## src/rtl/tetris_sched_pkg.sv

```systemverilog
// Shared opcode/state encodings and arbitration helpers for the Tetris step scheduler.
package tetris_sched_pkg;

  typedef enum logic [2:0] {
    OP_NONE  = 3'd0,
    OP_DOWN  = 3'd1,
    OP_LEFT  = 3'd2,
    OP_RIGHT = 3'd3,
    OP_ROT   = 3'd4,
    OP_HARD  = 3'd5
  } op_t;

  typedef enum logic [1:0] {
    ST_STOP = 2'd0,
    ST_RUN  = 2'd1,
    ST_WAIT = 2'd2
  } state_t;

  localparam int PEND_W     = 5;
  localparam int PEND_DOWN  = 0;
  localparam int PEND_LEFT  = 1;
  localparam int PEND_RIGHT = 2;
  localparam int PEND_ROT   = 3;
  localparam int PEND_HARD  = 4;

  // Fixed priority: HARD > DOWN > ROT > LEFT > RIGHT.
  function automatic op_t pick_op(input logic [PEND_W-1:0] pend);
    if (pend[PEND_HARD])       return OP_HARD;
    else if (pend[PEND_DOWN])  return OP_DOWN;
    else if (pend[PEND_ROT])   return OP_ROT;
    else if (pend[PEND_LEFT])  return OP_LEFT;
    else if (pend[PEND_RIGHT]) return OP_RIGHT;
    else                       return OP_NONE;
  endfunction

  function automatic logic [PEND_W-1:0] op_mask(input op_t op);
    logic [PEND_W-1:0] m;
    m = '0;
    case (op)
      OP_DOWN:  m[PEND_DOWN]  = 1'b1;
      OP_LEFT:  m[PEND_LEFT]  = 1'b1;
      OP_RIGHT: m[PEND_RIGHT] = 1'b1;
      OP_ROT:   m[PEND_ROT]   = 1'b1;
      OP_HARD:  m[PEND_HARD]  = 1'b1;
      default:  m = '0;
    endcase
    return m;
  endfunction

endpackage

```

## src/rtl/tetris_step_scheduler_gravity_timer.sv

```systemverilog
// Gravity counter: free-runs while run=1, reloads on reaching period-1 and pulses expire.
module gravity_timer #(
  parameter int CNT_W = 32
) (
  input  logic             clk,
  input  logic             rst_n,
  input  logic             run,
  input  logic [CNT_W-1:0] period,
  output logic             expire
);

  logic [CNT_W-1:0] count_reg;
  logic             at_end;

  // ">=" rather than "==" so a shorter period mid-count expires at once.
  assign at_end = (count_reg >= (period - CNT_W'(1)));
  assign expire = run & at_end;

  always_ff @(posedge clk or negedge rst_n) begin
    if (!rst_n) begin
      count_reg <= '0;
    end else if (!run || at_end) begin
      count_reg <= '0;
    end else begin
      count_reg <= count_reg + CNT_W'(1);
    end
  end

endmodule

```

## src/rtl/tetris_step_scheduler.sv

```systemverilog
// Tetris step scheduler: gravity period, pending requests, arbitration and command handshake.
// Optional feature macro: TETRIS_SOFTDROP_EN (soft-drop period scaling).
module tetris_step_scheduler
  import tetris_sched_pkg::*;
#(
  parameter int unsigned BASE_PERIOD = 10_000_000,
  parameter int unsigned LEVEL_STEP  = 600_000,
  parameter int unsigned MIN_PERIOD  = 1_000_000,
  parameter int          CNT_W       = 32
) (
  input  logic       clk,
  input  logic       rst_n,
  input  logic       run,
  input  logic [3:0] level,
  input  logic       soft_drop,
  input  logic       req_left,
  input  logic       req_right,
  input  logic       req_rot,
  input  logic       req_hard,
  output logic       cmd_valid,
  output logic [2:0] cmd_op,
  input  logic       cmd_ready,
  output logic       tick_overrun
);

  localparam int PW = CNT_W + 4;

  logic [PW-1:0]    product;
  logic [PW-1:0]    level_period;
  logic [PW-1:0]    clamped_period;
  logic [PW-1:0]    period_sel;
  logic [CNT_W-1:0] period;
  logic             expire;

  assign product        = PW'(level) * PW'(LEVEL_STEP);
  assign level_period   = PW'(BASE_PERIOD) - product;
  assign clamped_period = (product >= PW'(BASE_PERIOD - MIN_PERIOD)) ? PW'(MIN_PERIOD)
                                                                     : level_period;

`ifdef TETRIS_SOFTDROP_EN
  logic [PW-1:0] fast_period;
  logic [PW-1:0] fast_floor;
  assign fast_floor  = PW'(MIN_PERIOD >> 2);
  assign fast_period = ((clamped_period >> 3) > fast_floor) ? (clamped_period >> 3) : fast_floor;
  assign period_sel  = soft_drop ? fast_period : clamped_period;
`else
  logic unused_soft_drop;
  assign unused_soft_drop = soft_drop;
  assign period_sel       = clamped_period;
`endif

  assign period = CNT_W'(period_sel);

  gravity_timer #(
    .CNT_W (CNT_W)
  ) u_gravity_timer (
    .clk    (clk),
    .rst_n  (rst_n),
    .run    (run),
    .period (period),
    .expire (expire)
  );

  state_t              state_reg, state_next;
  op_t                 cmd_op_reg, cmd_op_next;
  logic                cmd_valid_reg, cmd_valid_next;
  logic [PEND_W-1:0]   pend_reg, pend_next;
  logic [PEND_W-1:0]   pend_set, pend_clr;
  logic                overrun_reg, overrun_next;
  op_t                 win_op;

  assign win_op   = pick_op(pend_reg);
  assign pend_set = {req_hard, req_rot, req_right, req_left, expire} & {PEND_W{run}};

  always_comb begin
    state_next     = state_reg;
    cmd_valid_next = cmd_valid_reg;
    cmd_op_next    = cmd_op_reg;
    pend_clr       = '0;
    case (state_reg)
      ST_STOP: begin
        cmd_valid_next = 1'b0;
        cmd_op_next    = OP_NONE;
        if (run) state_next = ST_RUN;
      end
      ST_RUN: begin
        if (!run) begin
          state_next = ST_STOP;
        end else if (win_op != OP_NONE) begin
          cmd_op_next    = win_op;
          cmd_valid_next = 1'b1;
          pend_clr       = op_mask(win_op);
          state_next     = ST_WAIT;
        end
      end
      ST_WAIT: begin
        if (cmd_ready) begin
          cmd_valid_next = 1'b0;
          cmd_op_next    = OP_NONE;
          state_next     = run ? ST_RUN : ST_STOP;
          // A hard drop lands the piece, so a queued gravity step is stale.
          if (cmd_op_reg == OP_HARD) pend_clr[PEND_DOWN] = 1'b1;
        end
      end
      default: begin
        state_next     = ST_STOP;
        cmd_valid_next = 1'b0;
        cmd_op_next    = OP_NONE;
      end
    endcase

    // Sets are applied after clears so a request coinciding with its own issue re-arms.
    if (state_reg == ST_STOP) pend_next = '0;
    else                      pend_next = (pend_reg & ~pend_clr) | pend_set;

    if ((state_next == ST_STOP) && (state_reg != ST_STOP)) overrun_next = 1'b0;
    else overrun_next = overrun_reg | (expire & pend_reg[PEND_DOWN]);
  end

  always_ff @(posedge clk or negedge rst_n) begin
    if (!rst_n) begin
      state_reg     <= ST_STOP;
      cmd_valid_reg <= 1'b0;
      cmd_op_reg    <= OP_NONE;
      pend_reg      <= '0;
      overrun_reg   <= 1'b0;
    end else begin
      state_reg     <= state_next;
      cmd_valid_reg <= cmd_valid_next;
      cmd_op_reg    <= cmd_op_next;
      pend_reg      <= pend_next;
      overrun_reg   <= overrun_next;
    end
  end

  assign cmd_valid    = cmd_valid_reg;
  assign cmd_op       = cmd_op_reg;
  assign tick_overrun = overrun_reg;

endmodule

```

## config.mk

```make
export PLATFORM = sky130hd
export DESIGN_NAME = tetris_step_scheduler
export DESIGN_NICKNAME = d
export VERILOG_FILES = /design/src/rtl/tetris_sched_pkg.sv /design/src/rtl/tetris_step_scheduler_gravity_timer.sv /design/src/rtl/tetris_step_scheduler.sv
export SDC_FILE = /design/constraint.sdc
export NUM_CORES = 1
export LEC_CHECK = 0
export ABC_CLOCK_PERIOD_IN_PS = 4900
export CAP_MARGIN = 0
export CORE_ASPECT_RATIO = 1.5
export CORE_MARGIN = 2
export CORE_UTILIZATION = 45
export CTS_CLUSTER_DIAMETER = 30
export DETAILED_ROUTE_END_ITERATION = 10
export PLACE_DENSITY_LB_ADDON = 0.2
export SLEW_MARGIN = 10
export SYNTH_ARGS = -nofsm -noshare
export SYNTH_HDL_FRONTEND = slang
export SYNTH_SLANG_ARGS = --single-unit
```

## constraint.sdc

```tcl
create_clock -name clk -period 4.9 [get_ports clk]
set_input_delay 0.49 -clock clk [delete_from_list [all_inputs] [get_ports clk]]
set_output_delay 0.49 -clock clk [all_outputs]
set_load 0.01 [all_outputs]
```

# After elaboration in Yosys (flattened, before gate mapping)
# Cells that the tools add are included.
[classes] n_addsub=3 mul=1 order_cmp=2 n_eq_ne=11 muxes=34 bitwise_logic=7 reduce_logical=8
[ops] operator="two-way mux 32 bit" count=2
[ops] operator="adder 32 x 1 -> 32 bit, second input constant" count=1
[ops] operator=">= comparator 32 bit" count=1
[ops] operator="subtractor 32 x 1 -> 32 bit, second input constant" count=1
[ops] operator="subtractor 24 x 24 -> 25 bit, first input constant" count=1
[ops] operator=">= comparator 24 bit, second input constant" count=1
[ops] operator="multiplier 4 x 14 -> 18 bit, second input constant" count=1
[ops] operator="two-way mux 3 bit" count=6
[ops] operator="two-way mux 5 bit" count=3
[ops] operator="two-way mux 1 bit" count=12
[ops] operator="two-way mux 2 bit" count=6
[ops] operator="bitwise AND 5 bit" count=2
[ops] operator="equality test 3 bit, second input constant" count=3
[ops] operator="equality test 3 x 2 -> 1 bit, second input constant" count=2
[ops] operator="!= test 2 bit, second input constant" count=3
[ops] operator="case mux 2 bit (3 select lines)" count=1
[ops] operator="case mux 3 bit (2 select lines)" count=1
[ops] operator="NOT 5 bit" count=1
[ops] operator="OR 5 bit" count=1
[ops] operator="zero test 2 bit" count=2
[ops] operator="two-way mux 4 bit" count=1
[ops] operator="case mux 1 bit (2 select lines)" count=2
[ops] operator="equality test 3 x 1 -> 1 bit, second input constant" count=1
[ops] operator="AND reduction 3 bit" count=1
[ops] operator="9 further kinds" count=10
[totals] reg_bits=44 out_inout_bits=5

# Logic depth before layout (Yosys ltp)
[logic_depth] depth_word=14 ltp_mapped=32 depth_no_buf=27

# Hierarchy
# Synthesis repeated with hierarchy kept, for this count alone.
[hier_totals] hier_cells=600 area_unflattened_um2=5225.0
[modules_own_cells] mod="gravity_timer" n_inst=1 cells_per_inst=330 area_each_um2=3030.4 seq_area_each_um2=800.8
[modules_own_cells] mod="tetris_step_scheduler" n_inst=1 cells_per_inst=270 area_each_um2=2194.6 seq_area_each_um2=300.3

# Worst setup path before layout
# OpenSTA, ideal clock, no wires.
[synth_path] path_type="input -> register" start="input level[1]" end="register overrun_reg, in the netlist tick_overrun" setup_time_ps=126 arrival_time_ps=6654 path_slack_ps=-1880 cell_stages=25 n_path_buf=1 path_cell_list="fa_1 > inv_1 > fa_1 > inv_1 > fa_1 > clkbuf_1 > or4b_2 > o31ai_1 > a31oi_1 > o21ai_0 > nand2_1 > nor2_1 > ha_1 > and2_1 > inv_1 > or4_1 > and3_1 > ha_1 > a21o_1 > a21o_1 > a21o_1 > a21oi_1 > o21ai_0 > o21a_1 > a221o_1"
[synth_via] elab_chain_len=9 word_cells_on_any_way=10 classes_between="add/sub: 2; mul: 1; order compare: 2; mux: 2; bitwise: 3"
[synth_rtl] element="from (decl)" line="tetris_step_scheduler.sv:14" source="input logic [3:0] level,"
[synth_rtl] element="multiplier 4 x 14 -> 18 bit *" line="tetris_step_scheduler.sv:35" source="assign product = PW'(level) * PW'(LEVEL_STEP);"
[synth_rtl] element="subtractor 24 x 24 -> 25 bit or >= comparator 24 bit (tied branches)" line="tetris_step_scheduler.sv:36, tetris_step_scheduler.sv:37"
[synth_rtl] element="two-way mux 32 bit *" line="tetris_step_scheduler.sv:37" source="assign clamped_period = (product >= PW'(BASE_PERIOD - MIN_PERIOD)) ? PW'(MIN_PERIOD)"
[synth_rtl] element="subtractor 32 x 1 -> 32 bit *" line="tetris_step_scheduler_gravity_timer.sv:16" source="assign at_end = (count_reg >= (period - CNT_W'(1)));"
[synth_rtl] element=">= comparator 32 bit *" line="tetris_step_scheduler_gravity_timer.sv:16"
[synth_rtl] element="bitwise AND 1 bit *" line="tetris_step_scheduler_gravity_timer.sv:17" source="assign expire = run & at_end;"
[synth_rtl] element="bitwise AND 1 bit *" line="tetris_step_scheduler.sv:117" source="else overrun_next = overrun_reg | (expire & pend_reg[PEND_DOWN]);"
[synth_rtl] element="OR 1 bit *" line="tetris_step_scheduler.sv:117"
[synth_rtl] element="two-way mux 1 bit *" line="tetris_step_scheduler.sv:116" source="if ((state_next == ST_STOP) && (state_reg != ST_STOP)) overrun_next = 1'b0;"
[synth_rtl] element="named net overrun_next" line="tetris_step_scheduler.sv:69" source="logic overrun_reg, overrun_next;"
[synth_rtl] element="to (signal assigned)" line="tetris_step_scheduler.sv:132" source="overrun_reg <= overrun_next;"
[synth_rtl] element="to (decl)" line="tetris_step_scheduler.sv:69"
# The timed path passes the listed nets; every way through them passes the cells marked *.
# A chain may end at the register's enable or synchronous reset.

# Final worst setup path
[layout_path] start="input level[2]" end="register overrun_reg, in the netlist tick_overrun"
# The elaborated chain is that of the path after synthesis.

==> results.sh <==
export IMPL_min_path_type="primary input to async pin"
export IMPL_synth_xor_area_share_pct=9.92
export IMPL_required_ns=5.07
export IMPL_yosys_top_cells_count="nor2_1, ha_1, nand3_1"
export IMPL_dpl_instance_area_um2=5980
export IMPL_root_buffer="clkbuf_16"
export IMPL_design_area_um2=6680
export IMPL_power_mw=1.99
export IMPL_drive_gt1_share_pct=30.7
export IMPL_cts_buffer_depth=2
export IMPL_synth_compound_area_share_pct=20.9
export IMPL_clkLatencyLatePin_ns=0.29
export IMPL_die_w_um=88.5
export IMPL_post_synth_top_count_cell="nor2_1"
export IMPL_yosysTopAreaCellShare_pct=22.9
export IMPL_crit_type="primary input to flip-flop"
export IMPL_ys_ff_latch=44
export IMPL_synth_top_family_by_area="simple AND/OR/NAND/NOR gates"
export IMPL_grt_use_total_pct=24.1
export IMPL_cts_tree="built"
export IMPL_dieArea_um2=11600
export IMPL_netlist_instances=594
export IMPL_async_flop_share_pct=100
export IMPL_syn_avg_cell_area_um2=8.11
export IMPL_gp_congestion=0.942
export IMPL_status="complete, but fails checks"
export IMPL_power_leakage_nw=3.09
export IMPL_yosys_area_top_type="dfrtp_1"
export IMPL_syn_area_um2=4820
export IMPL_io_buffers=16
export IMPL_cp_arrival_ns=6.06
export IMPL_io_pins=18
export IMPL_dpl_cell_count=846
export IMPL_rsz0062_at_grt="true"
export IMPL_dp_hpwl_um=10500
export IMPL_grt_max_degree=45
export IMPL_diodes=0
export IMPL_relSlewSlack_pct=24.2
export IMPL_yosys_area_share_adder_pct=16.0
export IMPL_grt_pass1_wl_um=22400
export IMPL_cts_max_level=2
export IMPL_wl_um=14100
export IMPL_cap_violations=0
export IMPL_crit_path_end_kind="flip-flop"
export IMPL_clock_sinks=44
export IMPL_drv_slew=0
export IMPL_vdd_drop_max_v=0.000196
export IMPL_numCtsBuffers=5
export IMPL_setup_tns_final_ns=-31.63
export IMPL_core_area_um2=10500
export IMPL_gr_total_overflow=0
export IMPL_final_min_clock_period_ns=5.89
export IMPL_rows=46
export IMPL_synth_simple_area_share_pct=24.9
export IMPL_die_y_um=131
export IMPL_largest_reg_flops=32
export IMPL_fmax_mhz=170
export IMPL_worst_slew_pin_slew_ns=1.13
export IMPL_setup_viol=34
export IMPL_synthTopCellsByArea="dfrtp_1, ha_1, xnor2_1"
export IMPL_drtAntennaViolNets=0
export IMPL_synth_edff_count=0
export IMPL_synthMuxAreaShare_pct=1.17
export IMPL_cp_start_kind="primary input"
export IMPL_yosysSeqAreaShare_pct=22.9
export IMPL_clk_pin_slew_ns=0.06
export IMPL_routed_via_density=5.75
export IMPL_floorplan_initialDensity_pct=45.7
export IMPL_yosysUniqueCellTypes=71
export IMPL_finalNetCount=794
export IMPL_fin_crit_sh_pct=120
export IMPL_finalHoldViolations=0
export IMPL_fin_cells=868
export IMPL_grt_pass1_vias=5015
export IMPL_detail_route_first_pass_iterations=4
export IMPL_worst_path_max_fanout=5
export IMPL_worst_slack_ns=-0.993
export IMPL_violations="negative setup slack"
export IMPL_reg2reg_depth=8
export IMPL_area_delta_synth_final_pct=38.6
export IMPL_antenna_found_initial=0
export IMPL_drc=0
export IMPL_num_vias=4994
export IMPL_drt_iter0_drc=201
export IMPL_yosys_warnings=0
export IMPL_finalClockSkew_ns=0.00466
export IMPL_whs_ns=0.361
export IMPL_ys_flop_type="dfrtp_1"
export IMPL_power_per_cell_area_nw_per_um2=297
export IMPL_routedWlPerCell_um=16.3
[layer usage]
metal	track usage, %	share of wire [%]	wire length [um]
met1	23.2	35	5010
met2	48.6	58	8150
met3	1.38	2.3	330
met4	13.7	4.5	635
met5	0	0	0
[cells in the final DEF, fill, tap and decap left out, drive strengths merged, types with 6 or more instances in the layout]
| cell | instances |
|---|---|
| o31ai | 8 |
| o2111ai | 6 |
| dfrtp | 44 |
| and3 | 12 |
| fa | 6 |
| nor3 | 14 |
| conb | 8 |
| nand2 | 43 |
| xor2 | 21 |
| nand4 | 15 |
| clkdlybuf4s50 | 11 |
| a21oi | 35 |
| a21o | 15 |
| or2 | 7 |
| inv | 25 |
| xnor2 | 31 |
| ha | 52 |
| nor2 | 65 |
| nor2b | 6 |
| clkbuf | 7 |
| o21a | 6 |
| nand3 | 51 |
| o21ai | 19 |
| and2 | 7 |
| buf | 128 |
| nor4 | 6 |
[layout make-up]
cell class                 instances  area, um^2
multi-input combinational        506        4000
tap                              144         180
fill                             927        3850
timing repair buffer             141        1150
sequential                        44        1100
inverter                          25        93.8
clock inverter                     2        10.0
clock buffer                       6         139
[critical path, cell delays in order]
cell	delay, ns
buf_8	0.10
fa_2	0.60
inv_2	0.05
fa_1	0.49
inv_2	0.06
ha_4	0.23
a211oi_4	0.27
o211ai_1	0.17
a21o_1	0.26
a311oi_2	0.33
nor4_1	0.12
or2_4	0.30
and2_4	0.18
nand2_4	0.06
ha_4	0.13
and2_4	0.16
inv_2	0.04
or4_1	0.41
and3_4	0.17
ha_4	0.23
a21o_1	0.15
a21o_1	0.16
a21o_1	0.16
a21oi_2	0.13
o21ai_2	0.08
o21a_4	0.24
a221o_1	0.31
[where the power goes]
group | total, mW | internal (mW) | switching [mW]
clock | 0.344 | 0.201 | 0.143
sequential | 0.428 | 0.394 | 0.0343
combinational | 1.21 | 0.599 | 0.615
total | 1.99 | 1.19 | 0.792
[logic make-up after synthesis]
family / Yosys count
simple gates: 243
buf+inv: 51
compound gates: 139
mux: 5
flops: 44
other cells: 1
fa+ha+maj: 58
xor+xnor: 53
[what timing repair did]
action,CTS,global route
setup buffers,5,9
setup endpoints to repair,34,34
cloned,0,1
gates resized for setup,34,75
hold buffers,0,0
pin swaps,22,48
[final timing paths]
check                      slack (ns)                          from                            end
min                              0.36                         rst_n                    pend_reg[1]
max reg2reg                      2.19  u_gravity_timer.count_reg[2]  u_gravity_timer.count_reg[31]
min reg2reg                      0.52                     cmd_valid                      cmd_valid
max                             -0.99                      level[2]                   tick_overrun
max in group asynchronous        3.92                         rst_n  u_gravity_timer.count_reg[27]
min in group clk                 0.52                     cmd_valid                      cmd_valid
[metrics by stage]
| step | utilization, % | worst slack (ns) |
|---|---|---|
| 5_1_grt | 63.4 | -1.17 |
| 6_report | 63.4 | -0.993 |
| 2_1_floorplan | - | -1.11 |
| 3_5_place_dp | 56.8 | -1.86 |
| 3_3_place_gp | 56.8 | -1.79 |
| 4_1_cts | 59.4 | -1.04 |
No activity file was read; power rests on OpenSTA's default activity.
